## src/rtl/riscv_muldiv_arbiter.sv

```systemverilog
// Two-port round-robin front end for a shared iterative RISC-V M-extension unit.
// Zero-operand ops and exact repeats of the last unit op are answered without starting the unit.
module riscv_muldiv_arbiter #(
   parameter bit ZERO_BYPASS = 1'b1,
   parameter bit CACHE_EN    = 1'b1
) (
   input  logic        clock,
   input  logic        reset,
   input  logic        req0_valid,
   output logic        req0_ready,
   input  logic [2:0]  req0_funct3,
   input  logic [31:0] req0_s1,
   input  logic [31:0] req0_s2,
   input  logic        req1_valid,
   output logic        req1_ready,
   input  logic [2:0]  req1_funct3,
   input  logic [31:0] req1_s1,
   input  logic [31:0] req1_s2,
   output logic        rsp0_valid,
   output logic [31:0] rsp0_data,
   output logic        rsp1_valid,
   output logic [31:0] rsp1_data,
   output logic        mu_start,
   output logic [2:0]  mu_funct3,
   output logic [31:0] mu_s1,
   output logic [31:0] mu_s2,
   input  logic        mu_done,
   input  logic [31:0] mu_result
);

   typedef enum logic [1:0] {ST_IDLE, ST_ISSUE, ST_WAIT, ST_RESP} state_e;

   state_e      state_q, state_d;
   logic        owner_q, owner_d;
   logic        last_grant_q, last_grant_d;
   logic [2:0]  funct3_q, funct3_d;
   logic [31:0] s1_q, s1_d;
   logic [31:0] s2_q, s2_d;
   logic [31:0] data_q, data_d;
   logic        cache_valid_q, cache_valid_d;
   logic [2:0]  cache_funct3_q, cache_funct3_d;
   logic [31:0] cache_s1_q, cache_s1_d;
   logic [31:0] cache_s2_q, cache_s2_d;
   logic [31:0] cache_result_q, cache_result_d;

   logic        req_any;
   logic        grant_sel;
   logic [2:0]  sel_funct3;
   logic [31:0] sel_s1;
   logic [31:0] sel_s2;
   logic [31:0] zero_result;
   logic        zero_hit;
   logic        cache_hit;

   // On a tie the requester that did not win last time goes first.
   always_comb begin : grant_select
      req_any = req0_valid | req1_valid;
      if (req0_valid && req1_valid) begin
         grant_sel = ~last_grant_q;
      end else begin
         grant_sel = req1_valid;
      end
      sel_funct3 = grant_sel ? req1_funct3 : req0_funct3;
      sel_s1     = grant_sel ? req1_s1     : req0_s1;
      sel_s2     = grant_sel ? req1_s2     : req0_s2;
   end

   always_comb begin : bypass_eval
      zero_result = '0;
      if (sel_s2 == '0) begin
         if (!sel_funct3[2]) begin
            zero_result = '0;
         end else if (!sel_funct3[1]) begin
            zero_result = '1;
         end else begin
            zero_result = sel_s1;
         end
      end
      zero_hit  = ZERO_BYPASS && ((sel_s1 == '0) || (sel_s2 == '0));
      cache_hit = CACHE_EN && cache_valid_q &&
                  (cache_funct3_q == sel_funct3) &&
                  (cache_s1_q == sel_s1) && (cache_s2_q == sel_s2);
   end

   always_comb begin : next_state
      state_d = state_q;
      case (state_q)
         ST_IDLE: begin
            if (req_any) begin
               state_d = (zero_hit || cache_hit) ? ST_RESP : ST_ISSUE;
            end
         end
         ST_ISSUE: state_d = ST_WAIT;
         ST_WAIT: begin
            if (mu_done) begin
               state_d = ST_RESP;
            end
         end
         ST_RESP: state_d = ST_IDLE;
         default: state_d = ST_IDLE;
      endcase
   end

   always_comb begin : datapath_next
      owner_d        = owner_q;
      last_grant_d   = last_grant_q;
      funct3_d       = funct3_q;
      s1_d           = s1_q;
      s2_d           = s2_q;
      data_d         = data_q;
      cache_valid_d  = cache_valid_q;
      cache_funct3_d = cache_funct3_q;
      cache_s1_d     = cache_s1_q;
      cache_s2_d     = cache_s2_q;
      cache_result_d = cache_result_q;
      case (state_q)
         ST_IDLE: begin
            if (req_any) begin
               owner_d  = grant_sel;
               funct3_d = sel_funct3;
               s1_d     = sel_s1;
               s2_d     = sel_s2;
               // Zero bypass outranks the cache when both would answer.
               data_d   = zero_hit ? zero_result : cache_result_q;
            end
         end
         ST_WAIT: begin
            if (mu_done) begin
               data_d         = mu_result;
               cache_valid_d  = CACHE_EN;
               cache_funct3_d = funct3_q;
               cache_s1_d     = s1_q;
               cache_s2_d     = s2_q;
               cache_result_d = mu_result;
            end
         end
         ST_RESP: last_grant_d = owner_q;
         default: ;
      endcase
   end

   // Outputs are forced low while reset is high so an abandoned op never strobes.
   always_comb begin : outputs
      req0_ready = 1'b0;
      req1_ready = 1'b0;
      rsp0_valid = 1'b0;
      rsp1_valid = 1'b0;
      rsp0_data  = '0;
      rsp1_data  = '0;
      mu_start   = 1'b0;
      mu_funct3  = '0;
      mu_s1      = '0;
      mu_s2      = '0;
      if (!reset) begin
         case (state_q)
            ST_IDLE: begin
               req0_ready = req_any && !grant_sel;
               req1_ready = req_any && grant_sel;
            end
            ST_ISSUE: begin
               mu_start  = 1'b1;
               mu_funct3 = funct3_q;
               mu_s1     = s1_q;
               mu_s2     = s2_q;
            end
            ST_RESP: begin
               rsp0_valid = !owner_q;
               rsp1_valid = owner_q;
               rsp0_data  = owner_q ? '0 : data_q;
               rsp1_data  = owner_q ? data_q : '0;
            end
            default: ;
         endcase
      end
   end

   always_ff @(posedge clock) begin : state_reg
      if (reset) begin
         state_q        <= ST_IDLE;
         owner_q        <= 1'b0;
         last_grant_q   <= 1'b1;
         funct3_q       <= '0;
         s1_q           <= '0;
         s2_q           <= '0;
         data_q         <= '0;
         cache_valid_q  <= 1'b0;
         cache_funct3_q <= '0;
         cache_s1_q     <= '0;
         cache_s2_q     <= '0;
         cache_result_q <= '0;
      end else begin
         state_q        <= state_d;
         owner_q        <= owner_d;
         last_grant_q   <= last_grant_d;
         funct3_q       <= funct3_d;
         s1_q           <= s1_d;
         s2_q           <= s2_d;
         data_q         <= data_d;
         cache_valid_q  <= cache_valid_d;
         cache_funct3_q <= cache_funct3_d;
         cache_s1_q     <= cache_s1_d;
         cache_s2_q     <= cache_s2_d;
         cache_result_q <= cache_result_d;
      end
   end

endmodule
```

## config.mk

```make
export PLATFORM = sky130hd
export DESIGN_NAME = riscv_muldiv_arbiter
export DESIGN_NICKNAME = d
export VERILOG_FILES = /design/src/rtl/riscv_muldiv_arbiter.sv
export SDC_FILE = /design/constraint.sdc
export NUM_CORES = 1
export LEC_CHECK = 0
export BUFFER_PORTS_ARGS = -buffer_cell sky130_fd_sc_hd__buf_2
export CORE_ASPECT_RATIO = 1.2
export CORE_MARGIN = 10
export CORE_UTILIZATION = 52
export CTS_CLUSTER_SIZE = 25
export DETAILED_ROUTE_END_ITERATION = 8
export GPL_TIMING_DRIVEN = 0
export PLACE_DENSITY = 0.79
export SYNTH_ARGS = -nofsm -noshare
export SYNTH_HDL_FRONTEND = slang
export SYNTH_SLANG_ARGS = --single-unit
```

## constraint.sdc

```tcl
create_clock -name clock -period 3.85 [get_ports clock]
set_clock_uncertainty 0.1 [all_clocks]
set_input_delay 0 -clock clock [delete_from_list [all_inputs] [get_ports clock]]
set_output_delay 0 -clock clock [all_outputs]
set_load 0.02 [all_outputs]
```

==> run_results.csv, run 1 <==
group,metric,value,unit
outcome,outcome,"completed",
placement,placed_cells,1924,
detailed_routing,highest_layer,"met4",
detailed_routing,drt_wl_total,49900,um
logic_synthesis,ys_top_cells_by_area,"dfxtp_1, nand2_1, and2_1, a21oi_1, mux2i_1",
cts,clock-sinks,203,
worst_setup_path,worst_ep_arrival_time,3720,ps
worst_setup_path,crit-reg2reg-launch,"last_grant_q",
timing,tightest_slew,1040,ps
timing,relSlewSlack,0.289,
hold_path,whs_path_depth,3,
grt,grt_use_total,0.358,
worst_setup_path,max_stage_delay,890,ps
cts,cts_htree_levels,1,
grt,grt_max_degree,14,
detailed_routing,wl_per_cell,23.8,um
grt,grt_pass1_wl,74500,um
detailed_routing,via_per_inst,6.07,
grt,grt_pass1_vias,12900,
timing,timing.final.crit_share,0.878,
cts,clockBufferDepth,3,
floorplan,io_pins,307,
detailed_routing,via_count,12700,
pwr,p_leak,6.23,nW
floorplan,die_width,151,um
logic_synthesis,syn_nets,1529,
detailed_routing,wl_met1,17500,um
detailed_routing,ant_nets,0,
logic_synthesis,yosysWarnings,0,
logic_synthesis,postSynthCellCount,1353,
placement,place.gp.congestion,1.03,
logic_synthesis,synth_edf_count,0,
pwr,vdd_drop_max,0.363,mV
grt,antenna_found_initial,3,
placement,port_buffers,306,
hold_path,holdPathEnd,"s1_q[11]",
worst_setup_path,r2r_end,"state_q[1]",
logic_synthesis,yosysSeqAreaShare,0.381,
finish,nets,1989,
worst_setup_path,worst-path-buf-inv,2,
pwr,p_per_area,546,mW/mm^2
worst_setup_path,critical_path.endpoint_type,"register",
logic_synthesis,ys.flop_type,"dfxtp_1",
detailed_routing,wl_met2,23000,um
timing,setup-tns-final,0,ps
timing,max_freq,0.296,GHz
cts,cts_buffers,21,
logic_synthesis,synth.top_cell.area_share,0.381,
worst_setup_path,reg2regPathDepth,9,
cts,post-cts-setup-buffers,0,
worst_setup_path,path_depth,9,
floorplan,core-area,0.0202,sq mm
timing,slew_viol_final,0,
logic_synthesis,yosys.cell_count.top_type,"nand2_1",
worst_setup_path,path_max_fanout,10,
finish,final_cells,2095,
detailed_routing,drcViolationCount,0,
logic_synthesis,syn_avg_cell_area,7.87,sq um
finish,finish.utilization,0.719,
logic_synthesis,synthTopCellsByCount,"nand2_1, dfxtp_1, and2_1",
grt,grt-ovfl-total,0,
detailed_routing,dr_wl_met3,5440,um
job,max_cap_viol_count,0,
cts,cts-root-buf,"clkbuf_16",
cts,clk_pin_slew,70,ps
worst_setup_path,worst_setup_path_start_kind,"register",
worst_setup_path,cp_top_family,"simple AND/OR/NAND/NOR gates",
cts,tritoncts,"built",
floorplan,die_h,177,um
timing,fin_crit,3380,ps
hold_path,min_path_type,"input port to register",
logic_synthesis,synth_area,0.0107,sq mm
logic_synthesis,async_flop_share,0,
detailed_routing,drt_iter0_markers,1126,
hold_path,min_from,"req1_s1[11]",
floorplan,die_area,0.0266,sq mm
timing,setup_viol,0,
logic_synthesis,yosys.area.top_type,"dfxtp_1",
logic_synthesis,synth.distinct_cells,49,
placement,hpwl,37500,um
floorplan,start_util,0.528,
floorplan,num_rows,57,
worst_setup_path,reg2reg_slack,470,ps
cts,clk_latency,510,ps
timing,rsz0062_at_grt,"false",
finish,area_growth,36.3,%
timing,whs,18.3,ps
worst_setup_path,crit_chain,"a21bo_1 > buf_6 > buf_6 > mux2i_1 > xnor2_1 > nor4_1 > nand4_1 > nor4_1 > a31o_1",
timing,report.final.hold_viol_count,0,
worst_setup_path,worstSetupPathType,"register to register",
worst_setup_path,cp_slowest_cell,"mux2i_1",
finish,drive_above_1_share,0.194,
logic_synthesis,synth_seq_cells,203,
detailed_routing,firstDrtPassIters,8,
worst_setup_path,cp.required,4190,ps
==> layout by cell type, fill, tap and decap left out, types with 5 or more instances in the layout <==
cell,instances
clkbuf_8,6
a221oi_1,9
nand2_1,252
clkbuf_16,21
nand4_1,12
inv_1,35
buf_2,312
dfxtp_1,203
nor3_1,35
a211oi_1,68
nor4_1,34
ha_1,5
a311oi_1,5
xor2_1,13
buf_1,6
a32o_1,26
nor2b_1,28
xnor2_1,24
a22oi_1,15
dlygate4sd3_1,131
nand3_1,7
and2_1,135
mux2i_1,55
nor2_1,86
a21oi_1,123
a221o_1,26
clkbuf_1,97
==> power breakdown <==
group	internal, mW	total (mW)	switching [mW]	leakage [nW]
combinational	1.07	2.96	1.88	4.24
sequential	2.54	2.89	0.352	1.66
clock	1.19	2.07	0.877	0.336
total	4.81	7.92	3.11	6.23
==> worst min-delay path, stage by stage <==
cell	delay (ps)
buf_2	120
mux2i_1	160
a211oi_1	290
==> layout make-up <==
type	instances	area, sq um
diodes	3	7.51
plain buffers	108	443
clock buffers	33	631
clock inverters	4	52.6
fillers	1529	5670
inverters	35	131
multi-input cells	1007	6010
flip-flops and latches	203	4060
well taps	265	332
repair buffers	437	2840
==> through the flow <==
step	power, mW	setup WS [ps]	instance area, sq um
3_3_place_gp	5.54	772	12500
2_1_floorplan	4.60	1680	10700
6_report	7.92	472	14500
4_1_cts	7.78	632	14500
5_1_grt	8.25	459	14500
3_5_place_dp	5.60	754	12500
==> registers in the layout (all words and copies together) (netlist names) <==
| register | flops |
|---|---|
| s2_q | 32 |
| cache_valid_q | 1 |
| last_grant_q | 1 |
| cache_s1_q | 32 |
| s1_q | 32 |
| cache_s2_q | 32 |
| data_q | 32 |
| cache_result_q | 32 |
| owner_q | 1 |
| state_q | 2 |
| funct3_q | 3 |
| cache_funct3_q | 3 |
==> repair_timing <==
action	4_1_cts	5_1_grt
hold endpoints to repair	116	0
hold buffers	131	0
resized for setup	0	0
==> per-layer routing <==
layer	global-route usage	vias to the layer above
met5	0	-
met4	0.248	0
met3	0.0834	242
met2	0.593	877
met1	0.398	5911
li1	-	5688
==> worst max path at each step <==
stage                            start         end  slack, ps
final                     last_grant_q  state_q[1]        470
after global routing        state_q[1]   mu_s1[23]        460
after CTS                   state_q[1]   mu_s1[23]        630
after detailed placement  last_grant_q  data_q[27]        750
after global placement    last_grant_q  data_q[27]        770
after floorplan           last_grant_q  data_q[26]       1680
==> cell families after synthesis <==
group,count (synthesis),share of synthesized area
multiplexers,59,0.0568
AND/OR/NAND/NOR,597,0.267
buffers and inverters,143,0.0539
adder cells (fa/ha/maj),5,0.00587
AO/OA/AOI/OAI,309,0.205
flip-flops,203,0.381
XOR/XNOR,37,0.0304
(Power assumes the default switching activity.)
==> run 2: changes to the inputs <==
ABC_AREA = 1   (was default)
PLACE_DENSITY = 0.78   (was 0.79)
==> run_results.csv, run 2 <==
group,metric,value,unit
outcome,outcome,"completed",
hold_path,holdPathEnd,"data_q[8]",
worst_setup_path,worst_setup_path_start_kind,"register",
timing,report.final.hold_viol_count,0,
grt,grt_pass1_wl,75700,um
pwr,vdd_drop_max,0.458,mV
floorplan,num_rows,60,
detailed_routing,via_per_inst,5.53,
detailed_routing,firstDrtPassIters,7,
timing,slew_viol_final,0,
worst_setup_path,cp_slowest_cell,"dlygate4sd3_1",
finish,area_growth,36.4,%
logic_synthesis,yosys.area.top_type,"dfxtp_1",
timing,max_freq,0.273,GHz
worst_setup_path,crit-reg2reg-launch,"last_grant_q",
placement,port_buffers,303,
worst_setup_path,critical_path.endpoint_type,"register",
worst_setup_path,r2r_end,"state_q[1]",
timing,relSlewSlack,0.270,
finish,nets,2603,
placement,place.gp.congestion,0.971,
cts,cts-resized-gates,0,
worst_setup_path,path_max_fanout,7,
cts,cts_buffers,22,
finish,register_area,0.00406,sq mm
timing,whs,72.8,ps
grt,grt_use_total,0.322,
logic_synthesis,synthTopCellsByCount,"nand2_1, nor2_1, dfxtp_1",
hold_path,whs_path_depth,9,
detailed_routing,wl_per_cell,18.2,um
worst_setup_path,worstSetupPathType,"register to register",
detailed_routing,via_count,15100,
worst_setup_path,worst_ep_arrival_time,4020,ps
logic_synthesis,yosysSeqAreaShare,0.343,
cts,cts-root-buf,"clkbuf_16",
logic_synthesis,yosys.cell_count.top_type,"nand2_1",
finish,final_common_cell,"nand2_1",
timing,rsz0062_at_grt,"false",
cts,clk_pin_slew,60,ps
floorplan,core-area,0.0224,sq mm
worst_setup_path,worst_path_most_repeated_cell,"nand2_1",
floorplan,io_pins,307,
logic_synthesis,ys.flop_type,"dfxtp_1",
finish,multi_input_area,0.00634,sq mm
logic_synthesis,synth.top_cell.area_share,0.343,
timing,setup_viol,0,
grt,grt-ovfl-total,0,
cts,tritoncts,"built",
timing,tightest_slew,1090,ps
logic_synthesis,synth_seq_cells,203,
placement,hpwl,36200,um
worst_setup_path,reg2reg_slack,190,ps
detailed_routing,drcViolationCount,0,
logic_synthesis,yosysWarnings,0,
logic_synthesis,syn_avg_cell_area,6.16,sq um
logic_synthesis,synth_area,0.0119,sq mm
floorplan,die_h,185,um
hold_path,min_path_type,"input port to register",
grt,grt_pass1_vias,14700,
logic_synthesis,postSynthCellCount,1926,
floorplan,die_area,0.0293,sq mm
job,max_cap_viol_count,0,
logic_synthesis,syn_nets,2102,
pwr,p_per_area,553,mW/mm^2
finish,final_cell_mix,"nand2_1, buf_2, nor2_1",
worst_setup_path,reg2regPathDepth,18,
logic_synthesis,synth.distinct_cells,26,
grt,antenna_found_initial,4,
pwr,finalPower,8.94,mW
timing,timing.final.crit_share,0.951,
hold_path,min_from,"req0_s1[8]",
worst_setup_path,crit_chain,"nand2_4 > nand2_8 > nand2_1 > dlygate4sd3_1 > nand2_1 > dlygate4sd3_1 > inv_1 > nand3_1 > nor2_1 > nand2_1 > nor2_4 > nand2_4 > nand2_1 > nor2_1 > nand2_1 > nand2_1 > a21oi_1 > dlygate4sd3_1",
worst_setup_path,max_stage_delay,580,ps
worst_setup_path,cp.required,4210,ps
logic_synthesis,ys_top_cells_by_area,"dfxtp_1, nand2_1, nor2_1, a21oi_1, nand3_1",
floorplan,die_width,158,um
cts,cts_htree_levels,1,
timing,fin_crit,3660,ps
cts,clock-sinks,203,
detailed_routing,ant_nets,0,
logic_synthesis,async_flop_share,0,
grt,grt_max_degree,13,
cts,clk_latency,520,ps
timing,setup-tns-final,0,ps
detailed_routing,drt_wl_total,49500,um
finish,final_cells,2722,
finish,drive_above_1_share,0.166,
placement,placed_cells,2508,
logic_synthesis,synth_edf_count,0,
detailed_routing,drt_iter0_markers,1490,
finish,fillers,1962,
pwr,p_leak,7.70,nW
cts,clockBufferDepth,3,
floorplan,start_util,0.528,
[run 2: how the worst max path moves through the flow]
stage	slack, ps	startpoint	cells past startpoint	endpoint
floorplan	1890	last_grant_q	14	data_q[22]
global placement	1180	last_grant_q	15	data_q[27]
CTS	180	last_grant_q	18	state_q[1]
global route	3	last_grant_q	18	state_q[1]
detailed placement	1170	last_grant_q	15	data_q[24]
finish	190	last_grant_q	18	state_q[1]
[run 2: worst max-delay path: cells and delay by family (launching register included)]
family	cells	cell delay [ps]
flops	1	340
buf+inv	4	1770
simple gates	13	1280
compound gates	1	110
[run 2: what timing repair did]
action                                 4_1_cts  5_1_grt
hold buffers                               172        0
endpoints found under the hold margin      133        0
setup buffers                                0        2
setup endpoints to repair                    0        1
[run 2: kinds of logic after synthesis]
| kind of cell | after synthesis | synth area share |
|---|---|---|
| compound gates | 388 | 0.169 |
| fa+ha+maj | 5 | 0.00528 |
| simple gates | 1003 | 0.360 |
| flops | 203 | 0.343 |
| buf+inv | 327 | 0.123 |
[run 2: cell type report]
class                      instances  area share
multi-input combinational       1396       0.392
sequential                       203       0.251
timing repair buffer             477       0.201
buffer                           136      0.0456
inverter                         191      0.0443
clock buffer                      37      0.0438
tap                              279      0.0216
clock inverter                     1    0.000309
antenna                            2    0.000309
[run 2: metal layers]
layer  GRT usage  up-vias  wire, um
met1       0.367     6825     18100
li1            -     7223         -
met4       0.138        0      2060
met3      0.0719      154      5240
met2       0.563      857     24000
met5           0        -         0
[run 2: stage by stage]
step                setup WS [ps]  instance area, sq um  utilization
finish                        189                 16200        0.721
global route                 2.67                 16200        0.721
CTS                           175                 16200        0.720
detailed placement           1170                 13700        0.611
global placement             1180                 13700        0.611
floorplan                    1890                 11900            -
[run 2: power by group]
group | switching [mW] | internal [mW] | leakage, nW
Combinational | 2.43 | 1.25 | 5.69
Sequential | 0.405 | 2.72 | 1.66
Clock | 0.900 | 1.24 | 0.352
